--- src/rtl/seq_divider_64.sv ---
// seq_divider_64: iterative restoring divider for RV64M DIV/DIVU/REM/REMU.
// One trial subtraction per cycle; divide-by-zero and signed overflow take a
// one-cycle shortcut straight to the fix-up state.
module seq_divider_64 #(
  parameter int XLEN = 64
) (
  input  logic            clk,
  input  logic            rst_n,
  input  logic            start,
  input  logic            is_signed,
  input  logic [XLEN-1:0] dividend,
  input  logic [XLEN-1:0] divisor,
  output logic            busy,
  output logic            done,
  output logic [XLEN-1:0] quotient,
  output logic [XLEN-1:0] remainder,
  output logic            div_by_zero
);

  localparam int CW = $clog2(XLEN) + 1;

  localparam logic [1:0] S_IDLE = 2'd0;
  localparam logic [1:0] S_CALC = 2'd1;
  localparam logic [1:0] S_FIX  = 2'd2;

  localparam logic [XLEN-1:0] MIN_VAL = {1'b1, {(XLEN-1){1'b0}}};

  logic [1:0]      r_state;
  logic [CW-1:0]   r_cnt;
  logic [XLEN-1:0] r_rem;
  logic [XLEN-1:0] r_quo;
  logic [XLEN-1:0] r_dvsr;
  logic [XLEN-1:0] r_dvnd;
  logic            r_sgn_a;
  logic            r_sgn_b;
  logic            r_zero;
  logic            r_ovf;
  logic [XLEN-1:0] r_q;
  logic [XLEN-1:0] r_r;
  logic            r_dz;
  logic            r_done;

  logic            w_neg_a;
  logic            w_neg_b;
  logic [XLEN-1:0] w_abs_a;
  logic [XLEN-1:0] w_abs_b;
  logic            w_is_zero;
  logic            w_is_ovf;
  logic [XLEN-1:0] w_shift_lo;
  logic            w_borrow;
  logic [XLEN-1:0] w_diff;
  logic            w_ge;
  logic [XLEN-1:0] w_rem_next;
  logic [XLEN-1:0] w_quo_next;
  logic [XLEN-1:0] w_q_fix;
  logic [XLEN-1:0] w_r_fix;

  assign w_neg_a   = is_signed & dividend[XLEN-1];
  assign w_neg_b   = is_signed & divisor[XLEN-1];
  assign w_abs_a   = w_neg_a ? (~dividend + 1'b1) : dividend;
  assign w_abs_b   = w_neg_b ? (~divisor + 1'b1) : divisor;
  assign w_is_zero = (divisor == '0);
  assign w_is_ovf  = is_signed & (dividend == MIN_VAL) & (divisor == '1);

  // The XLEN+1-bit trial is split: if the bit shifted out of r_rem is set the
  // shifted value is already >= 2^XLEN > divisor, so the trial succeeds and the
  // low XLEN bits of the modular difference are the exact new remainder.
  assign w_shift_lo           = {r_rem[XLEN-2:0], r_quo[XLEN-1]};
  assign {w_borrow, w_diff}   = {1'b0, w_shift_lo} - {1'b0, r_dvsr};
  assign w_ge                 = r_rem[XLEN-1] | ~w_borrow;
  assign w_rem_next           = w_ge ? w_diff : w_shift_lo;
  assign w_quo_next           = {r_quo[XLEN-2:0], w_ge};

  // Final result selection, including sign correction and the special cases
  always_comb begin
    w_q_fix = r_quo;
    w_r_fix = r_rem;
    if (r_zero) begin
      w_q_fix = '1;
      w_r_fix = r_dvnd;
    end else if (r_ovf) begin
      w_q_fix = MIN_VAL;
      w_r_fix = '0;
    end else begin
      if (r_sgn_a ^ r_sgn_b) w_q_fix = ~r_quo + 1'b1;
      if (r_sgn_a)           w_r_fix = ~r_rem + 1'b1;
    end
  end

  // Control FSM and iteration datapath
  always_ff @(posedge clk or negedge rst_n) begin
    if (!rst_n) begin
      r_state <= S_IDLE;
      r_cnt   <= '0;
      r_rem   <= '0;
      r_quo   <= '0;
      r_dvsr  <= '0;
      r_dvnd  <= '0;
      r_sgn_a <= 1'b0;
      r_sgn_b <= 1'b0;
      r_zero  <= 1'b0;
      r_ovf   <= 1'b0;
    end else begin
      case (r_state)
        S_IDLE: begin
          if (start) begin
            r_dvnd  <= dividend;
            r_sgn_a <= w_neg_a;
            r_sgn_b <= w_neg_b;
            r_zero  <= w_is_zero;
            r_ovf   <= w_is_ovf & ~w_is_zero;
            r_rem   <= '0;
            r_quo   <= w_abs_a;
            r_dvsr  <= w_abs_b;
            if (w_is_zero || w_is_ovf) begin
              r_state <= S_FIX;
            end else begin
              r_cnt   <= CW'(XLEN);
              r_state <= S_CALC;
            end
          end
        end
        S_CALC: begin
          r_rem <= w_rem_next;
          r_quo <= w_quo_next;
          r_cnt <= r_cnt - 1'b1;
          if (r_cnt == CW'(1)) r_state <= S_FIX;
        end
        S_FIX: begin
          r_state <= S_IDLE;
        end
        default: begin
          r_state <= S_IDLE;
        end
      endcase
    end
  end

  // Result registers and the single-cycle done pulse
  always_ff @(posedge clk or negedge rst_n) begin
    if (!rst_n) begin
      r_q    <= '0;
      r_r    <= '0;
      r_dz   <= 1'b0;
      r_done <= 1'b0;
    end else begin
      r_done <= (r_state == S_FIX);
      if (r_state == S_FIX) begin
        r_q  <= w_q_fix;
        r_r  <= w_r_fix;
        r_dz <= r_zero;
      end
    end
  end

  assign busy        = (r_state == S_CALC) || (r_state == S_FIX);
  assign done        = r_done;
  assign quotient    = r_q;
  assign remainder   = r_r;
  assign div_by_zero = r_dz;

endmodule
--- config.mk ---
export PLATFORM = sky130hd
export DESIGN_NAME = seq_divider_64
export DESIGN_NICKNAME = d
export VERILOG_FILES = /design/src/rtl/seq_divider_64.sv
export SDC_FILE = /design/constraint.sdc
export NUM_CORES = 1
export LEC_CHECK = 0
export CAP_MARGIN = 20
export CELL_PAD_IN_SITES_DETAIL_PLACEMENT = 1
export CELL_PAD_IN_SITES_GLOBAL_PLACEMENT = 1
export CORE_UTILIZATION = 40
export DETAILED_ROUTE_END_ITERATION = 16
export PLACE_DENSITY_LB_ADDON = 0.3
export SKIP_CTS_REPAIR_TIMING = 1
export SLEW_MARGIN = 20
export SYNTH_ARGS = -nofsm -noshare
export SYNTH_HDL_FRONTEND = slang
export SYNTH_SLANG_ARGS = --single-unit
--- constraint.sdc ---
create_clock -name clk -period 3.5 [get_ports clk]
set_clock_uncertainty 0.05 [all_clocks]
set_input_delay 0.7 -clock clk [delete_from_list [all_inputs] [get_ports clk]]
set_output_delay 0.7 -clock clk [all_outputs]
set_load 0.01 [all_outputs]
==> flow_summary.toml, run 1 <==
[synthesis]
synth_top_cell_by_area = "dfrtp_1"
synth_seq_cells = 399
avgSynthCellArea_sq_um = 8.42
yosysMostFrequentCell = "nand2_1"
synth_cell_types = 71
synth_edf_count = 0
syn_area_sq_mm = 0.0259
ys_seq_area_share_pct = 38.5
synthesis.nets = 3289
async_reset_ff_share_pct = 100
yosys_warnings = 0
synth_top_cell_area_share_pct = 38.5
syn_inst = 3082
synth_flop_cell = "dfrtp_1"
ys_top_cells_by_count = "nand2_1, dfrtp_1, o21ai_0"
netlist_top_cells_area = "dfrtp_1, o21ai_0, nand2_1, xor2_1, a21oi_1"

[floorplan]
ioPinCount = 263
die_area_sq_mm = 0.0659
coreArea_sq_mm = 0.0635
start_util_pct = 40.8
die_x_um = 257
die_y_um = 257
num_rows = 92

[place]
port_buffers = 262
dp_hpwl_um = 72200
place_congestion = 0.914
numPlacedInstances = 4404
placed_area_sq_mm = 0.0322
place_ws_ns = -0.830

[power]
p_total_mw = 22.4
p_leak_nw = 14.2
power.density_mw_per_mm2 = 646
ir_worst_vdd_v = 0.000409

[timing]
setup_violations = 64
report.final.slew_viol_count = 0
worst_slack_ns = -0.263
max_slew_margin_pct = 26.6
hold_viol = 0
fmax_mhz = 266
fin_crit_ns = 3.76
rsz0062_at_grt = "yes"
hold_ws_ns = 0.118
worst_pin_slew_ns = 1.10
period_share_pct = 108

[clocking]
insertion_delay_ns = 0.59
cts_buffers = 47
cts_buffer_depth = 3
cts_sinks = 399
cts_tree = "done"
cts_root_buf = "clkbuf_16"
h-tree-depth = 2
clk_pin_slew_ns = 0.06

[finish]
finalNetCount = 3845
antenna_cells = 0
finalNonFillerCells = 4517
final_area_sq_mm = 0.0347
area_growth_pct = 33.9
drive_gt1_share_pct = 19.2

[status]
violations = "negative setup slack"
status = "finished with violations"

[global_route]
antenna_found_initial = 3
met2_usage_pct = 47.6
grt_overflow_total = 0
grt.busiest_layer = "met2"
first_global_vias = 26500
use_met3_pct = 2.91
gr-usage-met1_pct = 37.5
grt_use_total_pct = 27.9
grt_max_degree = 149
grt_pass1_wl_um = 149000

[detailed_routing]
drc = 0
vias = 25300
postRouteAntennaNets = 0
first_pass_iters = 5
viasPerCell = 5.60
drtIter0Drc = 1292
wl_um = 95500
wire_per_inst_um = 21.1

[setup_path]
r2r_start = "r_rem[1]"
worstRegToRegCells = 14
r2r_slack_ns = -0.26
worstPathRequired_ns = 3.90
crit_path_start_kind = "flop"
endpoint_kind = "flop"
cp-endpoint = "remainder[52]"
r2r-end = "remainder[52]"
crit_arrival_ns = 4.16
critical_path_class = "flop to flop"
crit_fanout = 6
startpoint = "r_rem[1]"

[flow_run]
maxCapViolations = 0

[hold_path]
hold_path_class = "input port to async pin"
stage by stage:
step	TNS, ns	utilization [%]
2_1_floorplan	0	-
3_3_place_gp	-51.46	50.7
3_5_place_dp	-64.05	50.7
4_1_cts	-32.85	53.0
5_1_grt	-10.30	54.7
6_report	-3.31	54.7
worst min-delay path by stage:
stage,startpoint,to,slack [ns],depth (start not counted)
floorplan,rst_n,div_by_zero,0.35,0
global placement,r_dvsr[32],r_dvsr[32],0.42,2
detailed placement,r_dvsr[18],r_dvsr[18],0.42,2
CTS,rst_n,quotient[14],0.13,1
global route,rst_n,quotient[14],0.16,1
finish,rst_n,quotient[14],0.12,1
worst max-delay path: stages (launching register included):
cell      delay [ns]
dfrtp_1         0.41
buf_6           0.14
inv_4           0.06
ha_4            0.15
nand2b_4        0.07
or4_4           0.50
nand4b_1        0.21
buf_6           0.16
or3_4           0.38
or4_4           0.58
o41ai_4         0.36
xor2_2          0.25
nor3_2          0.09
a21oi_2         0.15
a21oi_2         0.06
cells in the final DEF (no fill, tap or decap), types with 14 or more instances in the layout:
cell type,netlist,final
a21o_1,46,46
a21oi_1,241,230
a31oi_1,22,22
a32oi_1,18,14
buf_12,0,18
buf_4,4,387
clkbuf_16,0,53
clkdlybuf4s50_1,0,245
dfrtp_1,399,393
dlymetal6s2s_1,0,16
ha_1,74,67
inv_1,123,119
mux2_2,62,62
mux2i_1,49,41
nand2_1,407,405
nand2b_1,19,16
nand3_1,19,17
nand4_1,37,37
nor2_1,231,231
nor3_1,59,55
nor4_1,26,21
o21ai_0,397,329
o21ai_1,9,53
o21ai_2,0,20
o221ai_1,16,15
o22a_1,28,28
o31ai_1,49,45
o41ai_1,26,24
or3_1,37,34
or4_1,33,30
xnor2_1,136,135
xor2_1,166,164
registers in the layout (all words and copies together), names as in the netlist:
name / flops
div_by_zero: 1
done: 1
quotient: 64
r_cnt: 7
r_dvnd: 64
r_dvsr: 64
r_ovf: 1
r_quo: 64
r_rem: 64
r_sgn_a: 1
r_sgn_b: 1
r_state: 2
r_zero: 1
remainder: 64
logic make-up (layout without fill, tap and decap cells):
family,count (synthesis),in the layout,share of synthesized area [%]
simple gates,946,946,16.9
flops,399,399,38.5
fa+ha+maj,75,75,3.65
mux,111,111,4.58
xor+xnor,302,302,10.2
buf+inv,306,895,4.51
compound gates,943,943,21.6
final cells by class:
type                    instances  area (sq um)
fillers                      7443         28800
multi-input cells            2377         15400
flip-flops and latches        399          9990
repair buffers                690          6310
clock buffers                  66          1340
well taps                     846          1060
inverters                     123           464
clock inverters                16           153
metal layers:
metal | vias up | part of all wire (%) | routed length (um)
li1 | 12000 | - | -
met1 | 12600 | 45 | 43300
met2 | 489 | 49 | 46700
met3 | 136 | 3.3 | 3190
met4 | 4 | 2.4 | 2250
met5 | - | 0.027 | 26
where the power goes:
part / switching (mW) / internal [mW] / total, mW
combinational: 6.04 / 5.45 / 11.5
sequential: 0.877 / 5.26 / 6.13
clock: 2.07 / 2.75 / 4.81
(Power assumes the default switching activity.)
==> run 2, diff against run 1 <==
--- a/config.mk
+++ b/config.mk
@@ -10,8 +10,9 @@
 export CELL_PAD_IN_SITES_GLOBAL_PLACEMENT = 1
 export CORE_UTILIZATION = 40
 export DETAILED_ROUTE_END_ITERATION = 16
-export PLACE_DENSITY_LB_ADDON = 0.3
+export PLACE_DENSITY_LB_ADDON = 0.1
 export SKIP_CTS_REPAIR_TIMING = 1
+export SKIP_LAST_GASP = 1
 export SLEW_MARGIN = 20
 export SYNTH_ARGS = -nofsm -noshare
 export SYNTH_HDL_FRONTEND = slang
==> run 2 against run 1 <==
  * Global-route usage grew 0.40 points
  * The run still ends with negative setup slack left
  * Sequential power is essentially flat
  * Via count shrank 0.71%
  * Wire length shrank 0.11%
  * Clock-buffer cell count grew 2
  * First-iteration DRC count grew 7.2%
  * Sequential share of layout area grew 0.055 points
  * Utilization shrank 0.12 points
  * Critical path depth shrank 4
  * Critical path type unchanged
==> flow_summary.toml, run 2 (same netlist as run 1, synthesis figures left out) <==
[status]
status = "finished with violations"
violations = "negative setup slack"

[clocking]
cts_sinks = 399
insertion_delay_ns = 0.59
cts_root_buf = "clkbuf_16"
cts_buffer_depth = 3
cts_buffers = 49
h-tree-depth = 2
clk_pin_slew_ns = 0.06
cts_tree = "done"

[setup_path]
crit_arrival_ns = 4.04
critical_path_class = "flop to flop"
crit_fanout = 5
cpPeakStageDelay_ns = 0.53
critPathSlowestCell = "or4_4"
crit_chain = "or4_4 -> or3_4 -> or3_4 -> or3_4 -> or4_4 -> o41ai_4 -> xor2_1 -> nor3_2 -> a21oi_2 -> a21oi_2"
worstPathRequired_ns = 3.89
crit_path_start_kind = "flop"
cp_common_cell = "or3_4"
endpoint_kind = "flop"

[place]
port_buffers = 262
place_congestion = 0.922
place_ws_ns = -0.787
dp_hpwl_um = 73300

[finish]
mostFrequentLayoutCell = "nand2_1"
finalNetCount = 3852
drive_gt1_share_pct = 18.8
fin_util_pct = 54.5
final_cell_mix = "nand2_1, buf_4, dfrtp_1"
area_growth_pct = 33.6
antenna_cells = 0

[detailed_routing]
wire_per_inst_um = 21.1
vias = 25100
viasPerCell = 5.55
first_pass_iters = 5
postRouteAntennaNets = 0
drtIter0Drc = 1385
drc = 0
wl_um = 95400

[power]
clkPwrFrac_pct = 22.4
p_comb_share_pct = 50.2
p_total_mw = 22.4
power.density_mw_per_mm2 = 647
p_seq_share_pct = 27.4
p_leak_nw = 14.2
switching_share_pct = 39.4
intPower_mw = 13.6
ir_worst_vdd_v = 0.000465
p_switching_mw = 8.84

[timing]
period_share_pct = 104
hold_viol = 0
rsz0062_at_grt = "yes"
report.final.slew_viol_count = 0
fin_crit_ns = 3.65
worst_slack_ns = -0.146
max_slew_margin_pct = 43.7
setup_tns_ns = -3.84
fmax_mhz = 274
hold_ws_ns = 0.0665
worst_pin_slew_ns = 0.844
setup_violations = 61

[floorplan]
start_util_pct = 40.8
coreArea_sq_mm = 0.0635
die_area_sq_mm = 0.0659
die_y_um = 257
ioPinCount = 263
die_x_um = 257
num_rows = 92

[flow_run]
maxCapViolations = 0

[global_route]
grt_use_total_pct = 28.3
grt_pass1_wl_um = 150000
grt_overflow_total = 0
antenna_found_initial = 3
grt_max_degree = 212
first_global_vias = 26600

[hold_path]
hold_path_class = "input port to async pin"
run 2: cell count changes in the layout (fill, tap and decap cells not counted), moves of 3 or more:
cell,previous run,this run
buf_4,387,401
a21oi_2,11,5
buf_12,18,12
clkinv_2,6,12
a21oi_1,230,235
o21ai_1,53,58
buf_8,10,6
a32oi_1,14,17
a32oi_2,4,1
clkbuf_16,53,56
nor4_2,6,3
o31ai_1,45,48
o31ai_2,4,1
run 2: power groups by stage:
| stage | clock network (mW) | logic (mW) | registers (mW) |
|---|---|---|---|
| 2_1_floorplan | 0 | 5.72 | 6.02 |
| 3_3_place_gp | 0 | 9.56 | 6.13 |
| 3_5_place_dp | 0 | 9.95 | 6.17 |
| 4_1_cts | 5.13 | 10.0 | 6.10 |
| 5_1_grt | 5.32 | 12.2 | 6.21 |
| 6_report | 5.02 | 11.3 | 6.14 |
run 2: cell type report:
type | instances | area [sq um]
fill | 7429 | 28900
multi-input combinational | 2377 | 15300
sequential | 399 | 9990
timing repair buffer | 695 | 6270
clock buffer | 68 | 1400
tap | 846 | 1060
inverter | 123 | 462
clock inverter | 20 | 171
run 2: worst paths after layout:
path                       startpoint            end  slack [ns]  depth (start not counted)
setup reg to reg            r_rem[28]  remainder[52]       -0.15                         10
max in group asynchronous       rst_n         r_zero        2.44                          2
min in group clk           r_dvsr[49]     r_dvsr[49]        0.43                          2
hold / removal                  rst_n      r_quo[12]        0.07                          1
hold reg to reg            r_dvsr[49]     r_dvsr[49]        0.43                          2
setup / recovery            r_rem[28]  remainder[52]       -0.15                         10
run 2: critical path: cells and delay by family, from the launching register on:
family	cells	cell delay (ns)
AND/OR/NAND/NOR	6	2.17
XOR/XNOR	1	0.34
flip-flops	1	0.44
AO/OA/AOI/OAI	3	0.50
run 2: per-layer routing:
metal  share of wire, %  wire, um  global-route usage [%]
met1                 45     42600                    37.6
met3                3.4      3270                    2.96
met2                 49     46500                    48.1
met5                  0         0                       0
met4                3.1      3000                    9.13
run 2: stage by stage:
stage	std cells	cell area [sq um]
after floorplan	3082	25900
after global placement	4414	32200
after detailed placement	4414	32200
after CTS	4502	33800
after global routing	4528	34700
final	4528	34700
==> run 3, diff against run 2 <==
--- a/config.mk
+++ b/config.mk
@@ -6,10 +6,11 @@
 export NUM_CORES = 1
 export LEC_CHECK = 0
 export CAP_MARGIN = 20
-export CELL_PAD_IN_SITES_DETAIL_PLACEMENT = 1
+export CELL_PAD_IN_SITES_DETAIL_PLACEMENT = 0
 export CELL_PAD_IN_SITES_GLOBAL_PLACEMENT = 1
 export CORE_UTILIZATION = 40
 export DETAILED_ROUTE_END_ITERATION = 16
+export MAX_ROUTING_LAYER = met4
 export PLACE_DENSITY_LB_ADDON = 0.1
 export SKIP_CTS_REPAIR_TIMING = 1
 export SKIP_LAST_GASP = 1
==> run 3 against run 2 <==
  * The run still ends with negative setup slack left
  * Sequential share of layout area increased by 0.24 points
  * Critical path depth increased by 8
  * Via count decreased by 3.6%
  * Clock-buffer cell count unchanged
  * Clock power increased by 5.2%
  * Register-to-register slack improved by 0.08 ns
  * Total power decreased by 3.9%
  * Non-clock buffer count decreased by 12
  * Wire length decreased by 11%
  * Maximum frequency increased by 2.3%
  * Sequential cell count unchanged
  * Largest cell class unchanged
  * Largest power group unchanged
==> flow_summary.toml, run 3 (same netlist as run 1, synthesis figures left out) <==
[status]
status = "finished with violations"
violations = "negative setup slack"

[global_route]
grt_max_degree = 89
first_global_vias = 23900
grt_pass1_wl_um = 135000
grt_overflow_total = 0
grt.busiest_layer = "met2"
grt_use_total_pct = 26.3
use_met3_pct = 2.74
met2_usage_pct = 41.6
gr-usage-met1_pct = 35.8
antenna_found_initial = 1

[setup_path]
cpPeakStageDelay_ns = 0.40
r2r_slack_ns = -0.06
worstPathRequired_ns = 3.91
cp_common_cell = "buf_12"
cp_num_buf_inv = 6
crit_path_start_kind = "flop"
critPathSlowestCell = "a2111oi_4"
cpLargestDelayFamily = "compound AO/OA/AOI/OAI gates"
endpoint_kind = "flop"
critical_path_class = "flop to flop"
crit_chain = "inv_2 -> buf_12 -> ha_4 -> fa_2 -> nand2b_4 -> a21oi_4 -> o21ai_2 -> o2111ai_2 -> a31o_4 -> a21oi_2 -> buf_6 -> o21ai_4 -> a2111oi_4 -> clkbuf_16 -> buf_12 -> nand2b_1 -> buf_12 -> o21ai_0"
r2r-end = "r_rem[52]"
crit_fanout = 18
worstRegToRegCells = 18
crit_cells = 18
crit_arrival_ns = 3.98
r2r_start = "r_quo[63]"

[floorplan]
num_rows = 92
ioPinCount = 263
die_area_sq_mm = 0.0659
coreArea_sq_mm = 0.0635
die_y_um = 257
die_x_um = 257
start_util_pct = 40.8

[finish]
finalNetCount = 3838
area_growth_pct = 32.5
drive_gt1_share_pct = 17.6
regArea_sq_mm = 0.00999
fillers = 6065
multiInputGateArea_sq_mm = 0.0151
mostFrequentLayoutCell = "nand2_1"
final_cell_mix = "nand2_1, dfrtp_1, buf_4"

[timing]
fin_crit_ns = 3.56
fmax_mhz = 281
worst_pin_slew_ns = 0.806
max_slew_margin_pct = 46.0
period_share_pct = 102
rsz0062_at_grt = "yes"
hold_ws_ns = 0.115
report.final.slew_viol_count = 0
setup_violations = 32
worst_slack_ns = -0.0638
hold_viol = 0

[place]
place_congestion = 0.929
place_ws_ns = -0.613
dp_hpwl_um = 66800
port_buffers = 262

[power]
ir_worst_vdd_v = 0.000365
p_total_mw = 21.6
power.density_mw_per_mm2 = 627
p_leak_nw = 14.1

[detailed_routing]
wire_per_inst_um = 18.9
drc = 0
vias = 24200
wl_um = 85300
viasPerCell = 5.37
drtIter0Drc = 1524
postRouteAntennaNets = 0
first_pass_iters = 5

[flow_run]
maxCapViolations = 0

[clocking]
cts_tree = "done"
clk_pin_slew_ns = 0.06
cts_sinks = 399
insertion_delay_ns = 0.60
cts_root_buf = "clkbuf_16"
h-tree-depth = 2
cts_buffer_depth = 3
cts_buffers = 47

[hold_path]
hold_path_class = "input port to async pin"
==> run 3: cell count changes in the layout (fill, tap and decap cells not counted), moves of 4 or more <==
cell / before / now
o21ai_0: 327 / 373
o21ai_1: 58 / 28
o21ai_2: 19 / 3
clkbuf_16: 56 / 48
buf_4: 401 / 396
bufinv_16: 2 / 7
clkinv_2: 12 / 7
mux2i_1: 43 / 48
mux2i_2: 6 / 1
nor3_1: 53 / 57
==> run 3: report_power, final <==
part	leakage (nW)	internal [mW]	switching, mW
Sequential	5.17	5.26	0.842
Combinational	8.12	4.93	5.26
Clock	0.820	3.24	2.04
==> run 3: layout make-up <==
type / count / area share, %
Antenna cell: 1 / 0.00728
Clock buffer: 68 / 4.00
Clock inverter: 17 / 0.834
Inverter: 123 / 1.34
Multi-Input combinational cell: 2377 / 44.0
Sequential cell: 399 / 29.1
Tap cell: 846 / 3.08
Timing Repair Buffer: 683 / 17.6
==> run 3: worst max-delay path by stage <==
stage | endpoint | startpoint | slack (ns)
2_1_floorplan | r_quo[59] | dividend[29] | 0.01
3_3_place_gp | r_quo[59] | dividend[29] | -0.57
3_5_place_dp | r_cnt[5] | dividend[37] | -0.61
4_1_cts | r_rem[56] | r_quo[63] | -0.52
5_1_grt | r_rem[63] | r_quo[63] | -0.19
6_report | r_rem[52] | r_quo[63] | -0.06
==> run 3: through the flow <==
| stage | cell area [sq um] | utilization (%) | TNS (ns) | instances |
|---|---|---|---|---|
| after floorplan | 25900 | - | 0 | 3082 |
| after global placement | 32300 | 50.8 | -40.89 | 4418 |
| after detailed placement | 32300 | 50.8 | -49.35 | 4418 |
| after CTS | 33900 | 53.4 | -26.33 | 4503 |
| after global routing | 34400 | 54.1 | -9.54 | 4513 |
| final | 34400 | 54.1 | -1.17 | 4514 |
==> run 3: per-layer routing <==
layer  up-vias  wire length, um
li1      12000                -
met1     11500            40300
met2       590            39100
met3       116             3400
met4         0             2420
met5         -                0
